File: config.mk
export PLATFORM = sky130hd
export DESIGN_NAME = timer_periph
export DESIGN_NICKNAME = d
export VERILOG_FILES = /design/src/rtl/timer_periph.sv
export SDC_FILE = /design/constraint.sdc
export NUM_CORES = 1
export LEC_CHECK = 0
export BUFFER_PORTS_ARGS = -buffer_cell sky130_fd_sc_hd__buf_2
export CORE_ASPECT_RATIO = 0.8
export CORE_MARGIN = 10
export CORE_UTILIZATION = 45
export DETAILED_ROUTE_END_ITERATION = 8
export PLACE_DENSITY = 0.61
export REMOVE_ABC_BUFFERS = 1
export SETUP_SLACK_MARGIN = 0.02
export SYNTH_ARGS = -nofsm -noshare
export SYNTH_HDL_FRONTEND = slang
export SYNTH_SLANG_ARGS = --single-unit
File: constraint.sdc
create_clock -name clk -period 9.2 [get_ports clk]
set_clock_uncertainty 0.15 [all_clocks]
set_input_delay 1.84 -clock clk [delete_from_list [all_inputs] [get_ports clk]]
set_output_delay 1.84 -clock clk [all_outputs]
set_load 0.03 [all_outputs]
File: src/rtl/timer_periph.sv
// Memory-mapped machine timer: 64-bit prescaled mtime, 64-bit mtimecmp,
// CTRL/STATUS registers and a registered level interrupt on mtime >= mtimecmp.
module timer_periph #(
  parameter logic [31:0] BASE_ADDR = 32'h8000_0000
) (
  input  logic        clk,
  input  logic        rst,
  input  logic        rd_en,
  input  logic        wr_en,
  input  logic [31:0] addr,
  input  logic [2:0]  mem_acc_mode,
  input  logic [31:0] wdata,
  output logic [31:0] rdata,
  output logic        hit,
  output logic        timer_interrupt
);

  localparam logic [2:0] SEL_MTIME_LO    = 3'd0;
  localparam logic [2:0] SEL_MTIME_HI    = 3'd1;
  localparam logic [2:0] SEL_MTIMECMP_LO = 3'd2;
  localparam logic [2:0] SEL_MTIMECMP_HI = 3'd3;
  localparam logic [2:0] SEL_CTRL        = 3'd4;
  localparam logic [2:0] SEL_STATUS      = 3'd5;
  localparam logic [2:0] MODE_WORD       = 3'b010;

  logic [63:0] mtime_q, mtime_d;
  logic [63:0] mtimecmp_q, mtimecmp_d;
  logic        en_q, en_d;
  logic        ie_q, ie_d;
  logic [7:0]  presc_q, presc_d;
  logic        fired_q, fired_d;
  logic [7:0]  pcnt_q, pcnt_d;
  logic        irq_q, irq_d;

  logic        in_window;
  logic        legal_word;
  logic        rd_acc;
  logic        wr_acc;
  logic [2:0]  reg_sel;
  logic        we_mtime_lo, we_mtime_hi;
  logic        we_cmp_lo, we_cmp_hi;
  logic        we_ctrl, we_status;
  logic        tick;
  logic        match;

  // Address decode and access qualification
  always_comb begin
    in_window  = (addr[31:5] == BASE_ADDR[31:5]);
    hit        = in_window && (rd_en || wr_en);
    legal_word = (mem_acc_mode == MODE_WORD) && (addr[1:0] == 2'b00);
    rd_acc     = rd_en && hit && legal_word;
    wr_acc     = wr_en && hit && legal_word;
    reg_sel    = addr[4:2];

    we_mtime_lo = wr_acc && (reg_sel == SEL_MTIME_LO);
    we_mtime_hi = wr_acc && (reg_sel == SEL_MTIME_HI);
    we_cmp_lo   = wr_acc && (reg_sel == SEL_MTIMECMP_LO);
    we_cmp_hi   = wr_acc && (reg_sel == SEL_MTIMECMP_HI);
    we_ctrl     = wr_acc && (reg_sel == SEL_CTRL);
    we_status   = wr_acc && (reg_sel == SEL_STATUS);
  end

  // Read mux: zero-latency, returns pre-edge register values
  always_comb begin
    rdata = 32'h0;
    if (rd_acc) begin
      case (reg_sel)
        SEL_MTIME_LO:    rdata = mtime_q[31:0];
        SEL_MTIME_HI:    rdata = mtime_q[63:32];
        SEL_MTIMECMP_LO: rdata = mtimecmp_q[31:0];
        SEL_MTIMECMP_HI: rdata = mtimecmp_q[63:32];
        SEL_CTRL:        rdata = {16'h0, presc_q, 6'h0, ie_q, en_q};
        SEL_STATUS:      rdata = {31'h0, fired_q};
        default:         rdata = 32'h0;
      endcase
    end
  end

  always_comb begin
    tick  = en_q && (pcnt_q == presc_q);
    match = (mtime_q >= mtimecmp_q);
  end

  // Next-state logic; a software write to either mtime half swallows the tick
  always_comb begin
    mtime_d    = mtime_q;
    mtimecmp_d = mtimecmp_q;
    en_d       = en_q;
    ie_d       = ie_q;
    presc_d    = presc_q;
    pcnt_d     = pcnt_q;
    fired_d    = fired_q;
    irq_d      = ie_q && match;

    if (we_mtime_lo) begin
      mtime_d[31:0] = wdata;
    end else if (we_mtime_hi) begin
      mtime_d[63:32] = wdata;
    end else if (tick) begin
      mtime_d = mtime_q + 64'd1;
    end

    if (we_cmp_lo) begin
      mtimecmp_d[31:0] = wdata;
    end
    if (we_cmp_hi) begin
      mtimecmp_d[63:32] = wdata;
    end

    if (we_ctrl) begin
      en_d    = wdata[0];
      ie_d    = wdata[1];
      presc_d = wdata[15:8];
    end

    if (we_ctrl || tick) begin
      pcnt_d = 8'h0;
    end else if (en_q) begin
      pcnt_d = pcnt_q + 8'h1;
    end

    // Set has priority over write-one-to-clear
    if (we_status && wdata[0]) begin
      fired_d = 1'b0;
    end
    if (match) begin
      fired_d = 1'b1;
    end
  end

  always_ff @(posedge clk or posedge rst) begin
    if (rst) begin
      mtime_q    <= 64'h0;
      mtimecmp_q <= 64'hFFFF_FFFF_FFFF_FFFF;
      en_q       <= 1'b0;
      ie_q       <= 1'b0;
      presc_q    <= 8'h0;
      pcnt_q     <= 8'h0;
      fired_q    <= 1'b0;
      irq_q      <= 1'b0;
    end else begin
      mtime_q    <= mtime_d;
      mtimecmp_q <= mtimecmp_d;
      en_q       <= en_d;
      ie_q       <= ie_d;
      presc_q    <= presc_d;
      pcnt_q     <= pcnt_d;
      fired_q    <= fired_d;
      irq_q      <= irq_d;
    end
  end

  assign timer_interrupt = irq_q;

endmodule
* Word level (Yosys, flattened, before mapping)
Cells that the tools add are included.
Operators by class: reductions and logical operators 25, add/sub/neg operators 2, equality and inequality tests 9, muxes and demuxes 10, shifts and indexed selects 0, magnitude comparators 1, bitwise logic cells 1, divide/modulo/power cells 0, multiply operators 0
Operator list (count):
- $pmux 32 s6 | 1
- $mux 32 | 4
- $add 64x1->64 const B | 1
- $ge 64x64->1 | 1
- $mux 64 | 1
- $eq 27x27->1 const B | 1
- $mux 8 | 2
- $logic_and 1x1->1 | 15
- $eq 3x2->1 const B | 3
- $add 8x1->8 const B | 1
- $eq 8x8->1 | 1
- $reduce_bool 2->1 | 4
- $eq 3x3->1 const B | 2
- $reduce_and 2->1 | 2
- $eq 3x1->1 const B | 1
- $logic_not 3->1 | 1
- $logic_not 2->1 | 1
- $logic_or 1x1->1 | 2
- $mux 1 | 2
- $ne 2x2->1 const B | 1
- $not 1->1 | 1
Word-level totals: bits in read-only memories 0, register bits 148, logic and storage cells 58, bits of input ports 71, output and inout port bits 34, bits in latches 0, memories kept 0, bits in writable memories 0

* Depth between registers and ports, before layout
word-level depth 8, depth in mapped cells 9, gate-level depth less buffers 8

* Worst setup path after synthesis
OpenSTA, ideal clock, no wires.
path type input -> output, start point input mem_acc_mode[2], end point output rdata[26], slack 3638 ps, arrival 3572 ps, path buffers 1, stages 6, data required time 7210 ps, cells stage by stage or4b_1 nor2_1 and3_1 nand3_1 clkbuf_1 a21oi_1
On the way: cells in the longest elaborated chain, start to end 4
Ends and longest elaborated chain:
- start, declared | line 11 | input logic [2:0] mem_acc_mode,
- $eq 3x2->1 | line 50 | legal_word = (mem_acc_mode == MODE_WORD) && (addr[1:0] == 2'b00);
- $logic_and 1x1->1 | line 50
- $logic_and 1x1->1 | line 51 | rd_acc = rd_en && hit && legal_word;
- $mux 32 | line 66 | if (rd_acc) begin
- end, declared | line 13 | output logic [31:0] rdata,
Every way passes these cells.

* Worst setup path in the final report
start point input addr[2], end point output rdata[30]
On the way: cells in the longest elaborated chain, start to end 3, elaborated cells on any way between the ends 8, those cells by class 5 x eq/ne; 2 x mux; 1 x reduce/logical
Ends and longest elaborated chain:
- start, declared | line 10 | input logic [31:0] addr,
- $eq 3x3->1 (tied with other cells) | line 67 | case (reg_sel)
- $pmux 32 s6 (*) | line 67
- $mux 32 (*) | line 66
Mark *: on every way between the ends. The rest lies on a longest branch, timed or not.

==> results_dict.tcl <==
set metrics [dict create \
    r2r-end "mtime_q[59]" \
    grt_pass1_vias 9196 \
    yosys_warnings 0 \
    clk_pin_slew_ns 0.07 \
    dp.cells 1496 \
    drive_above_1_share_pct 25.7 \
    critPathLaunchType "input pin" \
    diodes 0 \
    leakage_nw 4.64 \
    post-synth-top-area-fraction_pct 20.5 \
    grt_overflow 0 \
    hp-start "mtimecmp_q[26]" \
    hold_violations 0 \
    drt-initial-drc-count 920 \
    setup_viol 0 \
    die_h_um 155 \
    detail_route.vias_per_cell 6.18 \
    tightest_slew_ns 1.15 \
    p_sw_w 0.000358 \
    p_comb_share_pct 4.6 \
    syn_to_final_growth_pct 13.7 \
    pwr_density_cell_nw_per_um2 123 \
    grt_max_degree 82 \
    synth_edf_count 0 \
    grt_use_total_pct 22.8 \
    finalCritPeriodShare_pct 65.9 \
    vias 9436 \
    tns_ns 0 \
    min_to "mtimecmp_q[26]" \
    rsz0062_at_grt "false" \
    min_path_cells 2 \
    ys_ff_latch 148 \
    hpwl_um 23800 \
    synthTopCellsByArea "dfrtp_1 (20%), dfstp_2 (16%), mux2_2 (8.2%), ha_1 (8.1%), a21oi_1 (4.9%)" \
    htreeDepth 4 \
    cts_sinks 148 \
    postCtsSetupRepairBufs 0 \
    seq_area_um2 3780 \
    ctsResizeCount 0 \
    seqPwrFrac_pct 45.3 \
    maxSlewViolCount 0 \
    relSlewSlack_pct 22.7 \
    synthSimpleGateAreaFrac_pct 17.9 \
    setup_ws_ns 3.14 \
    slowest_stage "nor3b_2" \
    start_util_pct 45.7 \
    cp.arrival_ns 4.07 \
    gp_congestion 0.885 \
    cap_violations 0 \
    dieWidth_um 189 \
    io_pins 105 \
    drc 0 \
    synthMuxAreaShare_pct 9.80 \
    p_sw_share_pct 24.9 \
    syn_inst 1134 \
    synth_top_family_by_area "compound AO/OA/AOI/OAI gates" \
    core_um2 22400 \
    antenna_found_initial 0 \
    end_kind "output pin" \
    avgSynthCellArea_um2 9.04 \
    ys_seq_area_share_pct 36.9 \
    cts_buffer_depth 2 \
    multiInputGateArea_um2 5900 \
    layout_min_cycle_time_ns 6.06 \
    dpl_worst_slack_ns 3.20 \
    final_cells 1528 \
    yosys.area_share.adder_pct 8.05 \
    synth_flop_cell "dfrtp_1" \
    fmax_mhz 165 \
    ys_async_sr_fraction_pct 100 \
    status "finished clean" \
    path_max_fanout 22 \
    worstReg2RegStart "mtime_q[9]" \
    intPower_w 0.00108 \
    postCtsHoldBufs 0 \
    final_nets 1346 \
    syn-cell-area_um2 10300 \
    totalPowerFinal_w 0.00144 \
    yosysTopAreaCell "dfrtp_1" \
    path_cells "buf_2 > nor3b_2 > buf_4 > a22oi_1 > a21oi_1 > buf_2" \
    clk_root_buffer_cell "clkbuf_16" \
    synth_compound_area_share_pct 19.3 \
    synth.distinct_cells 65 \
    slowest_delay_ns 0.86 \
    drtPass1Iterations 5 \
    grt_pass1_wl_um 52900 \
    min_path_type "reg -> reg" \
    numCtsBuffers 17 \
    finalWirelength_um 33600 \
    die-area_um2 29300 \
    port-buffer-count 104 \
    worstSetupPathType "in -> out" \
    crit_required_ns 7.21 \
    placementRows 49 \
    clock_latency_ns 0.44 \
    fillers 2131 \
    cp_common_cell "buf_2" \
    final_util_pct 52.0 \
    pwr-share-clk_pct 50.1 \
    wire_per_inst_um 22.0 \
    antenna_left 0 \
    reg2reg_slack_ns 5.85 \
    synth_xor_area_share_pct 2.22 \
    worst_ir_drop_vdd_v 0.000117 \
    worstRegToRegCells 7 \
    cts_tree "built" \
]
==> worst max path at each step <==
stage	endpoint	cells after the start	start	slack, ns
after floorplan	rdata[16]	3	addr[3]	2.73
after global placement	rdata[31]	6	addr[2]	3.28
after detailed placement	rdata[30]	6	addr[2]	3.20
after CTS	rdata[30]	6	addr[2]	3.19
after global routing	rdata[31]	6	addr[2]	3.08
final	rdata[30]	6	addr[2]	3.14
==> metrics by stage <==
step | instance area, um2 | hold slack (ns)
after floorplan | 9980 | 0.318
after global placement | 11100 | 0.327
after detailed placement | 11100 | 0.334
after CTS | 11700 | 0.356
after global routing | 11700 | 0.402
final | 11700 | 0.353
==> area by class of cell <==
cell class	instances	share of cell area (%)
timing repair buffer	122	5.62
clock inverter	14	1.31
sequential	148	32.5
tap	306	3.28
inverter	89	2.91
multi-input combinational	831	50.6
clock buffer	18	3.77
==> power groups by stage <==
stage | Clock [W] | Sequential, W | Combinational [W]
floorplan | 0 | 0.000663 | 0.0000253
global placement | 0 | 0.000663 | 0.0000664
detailed placement | 0 | 0.000663 | 0.0000666
CTS | 0.000727 | 0.000652 | 0.0000668
global route | 0.000762 | 0.000652 | 0.0000728
finish | 0.000721 | 0.000652 | 0.0000665
==> cells by family (layout without fill, tap and decap cells) <==
| kind of cell | count (synthesis) | in the layout |
|---|---|---|
| xor gates and xnor gates | 26 | 26 |
| muxes | 91 | 91 |
| DFF | 148 | 148 |
| buffers and inverters | 155 | 243 |
| adders and majority gates | 66 | 66 |
| and+or+nand+nor | 342 | 342 |
| AOI/OAI and AO/OA | 306 | 306 |
==> cell usage in the layout, fill, tap and decap left out, types with 13 or more instances in the layout <==
| cell type | netlist | layout |
|---|---|---|
| ha_1 | 66 | 66 |
| and3_1 | 17 | 17 |
| nor4_1 | 24 | 21 |
| nand2_1 | 80 | 80 |
| a21oi_1 | 101 | 101 |
| xnor2_1 | 20 | 20 |
| buf_2 | 12 | 104 |
| dfrtp_1 | 84 | 84 |
| nand3_1 | 44 | 44 |
| and2_1 | 14 | 13 |
| mux2i_1 | 16 | 16 |
| mux2_2 | 75 | 75 |
| buf_4 | 1 | 18 |
| nor3_1 | 21 | 20 |
| o22ai_1 | 15 | 15 |
| inv_1 | 89 | 88 |
| dfstp_2 | 64 | 64 |
| a22oi_1 | 58 | 58 |
| nand4_1 | 45 | 45 |
| o21ai_0 | 50 | 50 |
| nor2_1 | 46 | 45 |
| clkbuf_16 | 0 | 17 |
==> flip-flops by register name, indices dropped and copies added, names as in the netlist <==
| name | flops |
|---|---|
| fired_q | 1 |
| pcnt_q | 8 |
| mtimecmp_q | 64 |
| presc_q | 8 |
| en_q | 1 |
| ie_q | 1 |
| mtime_q | 64 |
| timer_interrupt | 1 |
==> worst max-delay path, delay by kind of cell <==
family / cells / cell delay (ns)
AO/OA/AOI/OAI: 2 / 0.35
AND/OR/NAND/NOR: 1 / 0.86
buffers and inverters: 3 / 0.99
==> per-layer routing <==
layer  share of wire, %  vias to the layer above  track usage (%)
met4                1.1                        0             4.56
met5                  0                        -                0
met2                 43                      430             33.8
li1                   -                     4389                -
met1                 47                     4587             33.0
met3                8.3                       30             5.25
==> Yosys cell counts (21+ instances only) <==
library cell,instances
a21oi_1,101
a22oi_1,58
clkbuf_1,48
dfrtp_1,84
dfstp_2,64
ha_1,66
inv_1,89
mux2_2,75
nand2_1,80
nand3_1,44
nand4_1,45
nor2_1,46
nor3_1,21
nor4_1,24
o21ai_0,50
Power figures use the tool's default switching activity.
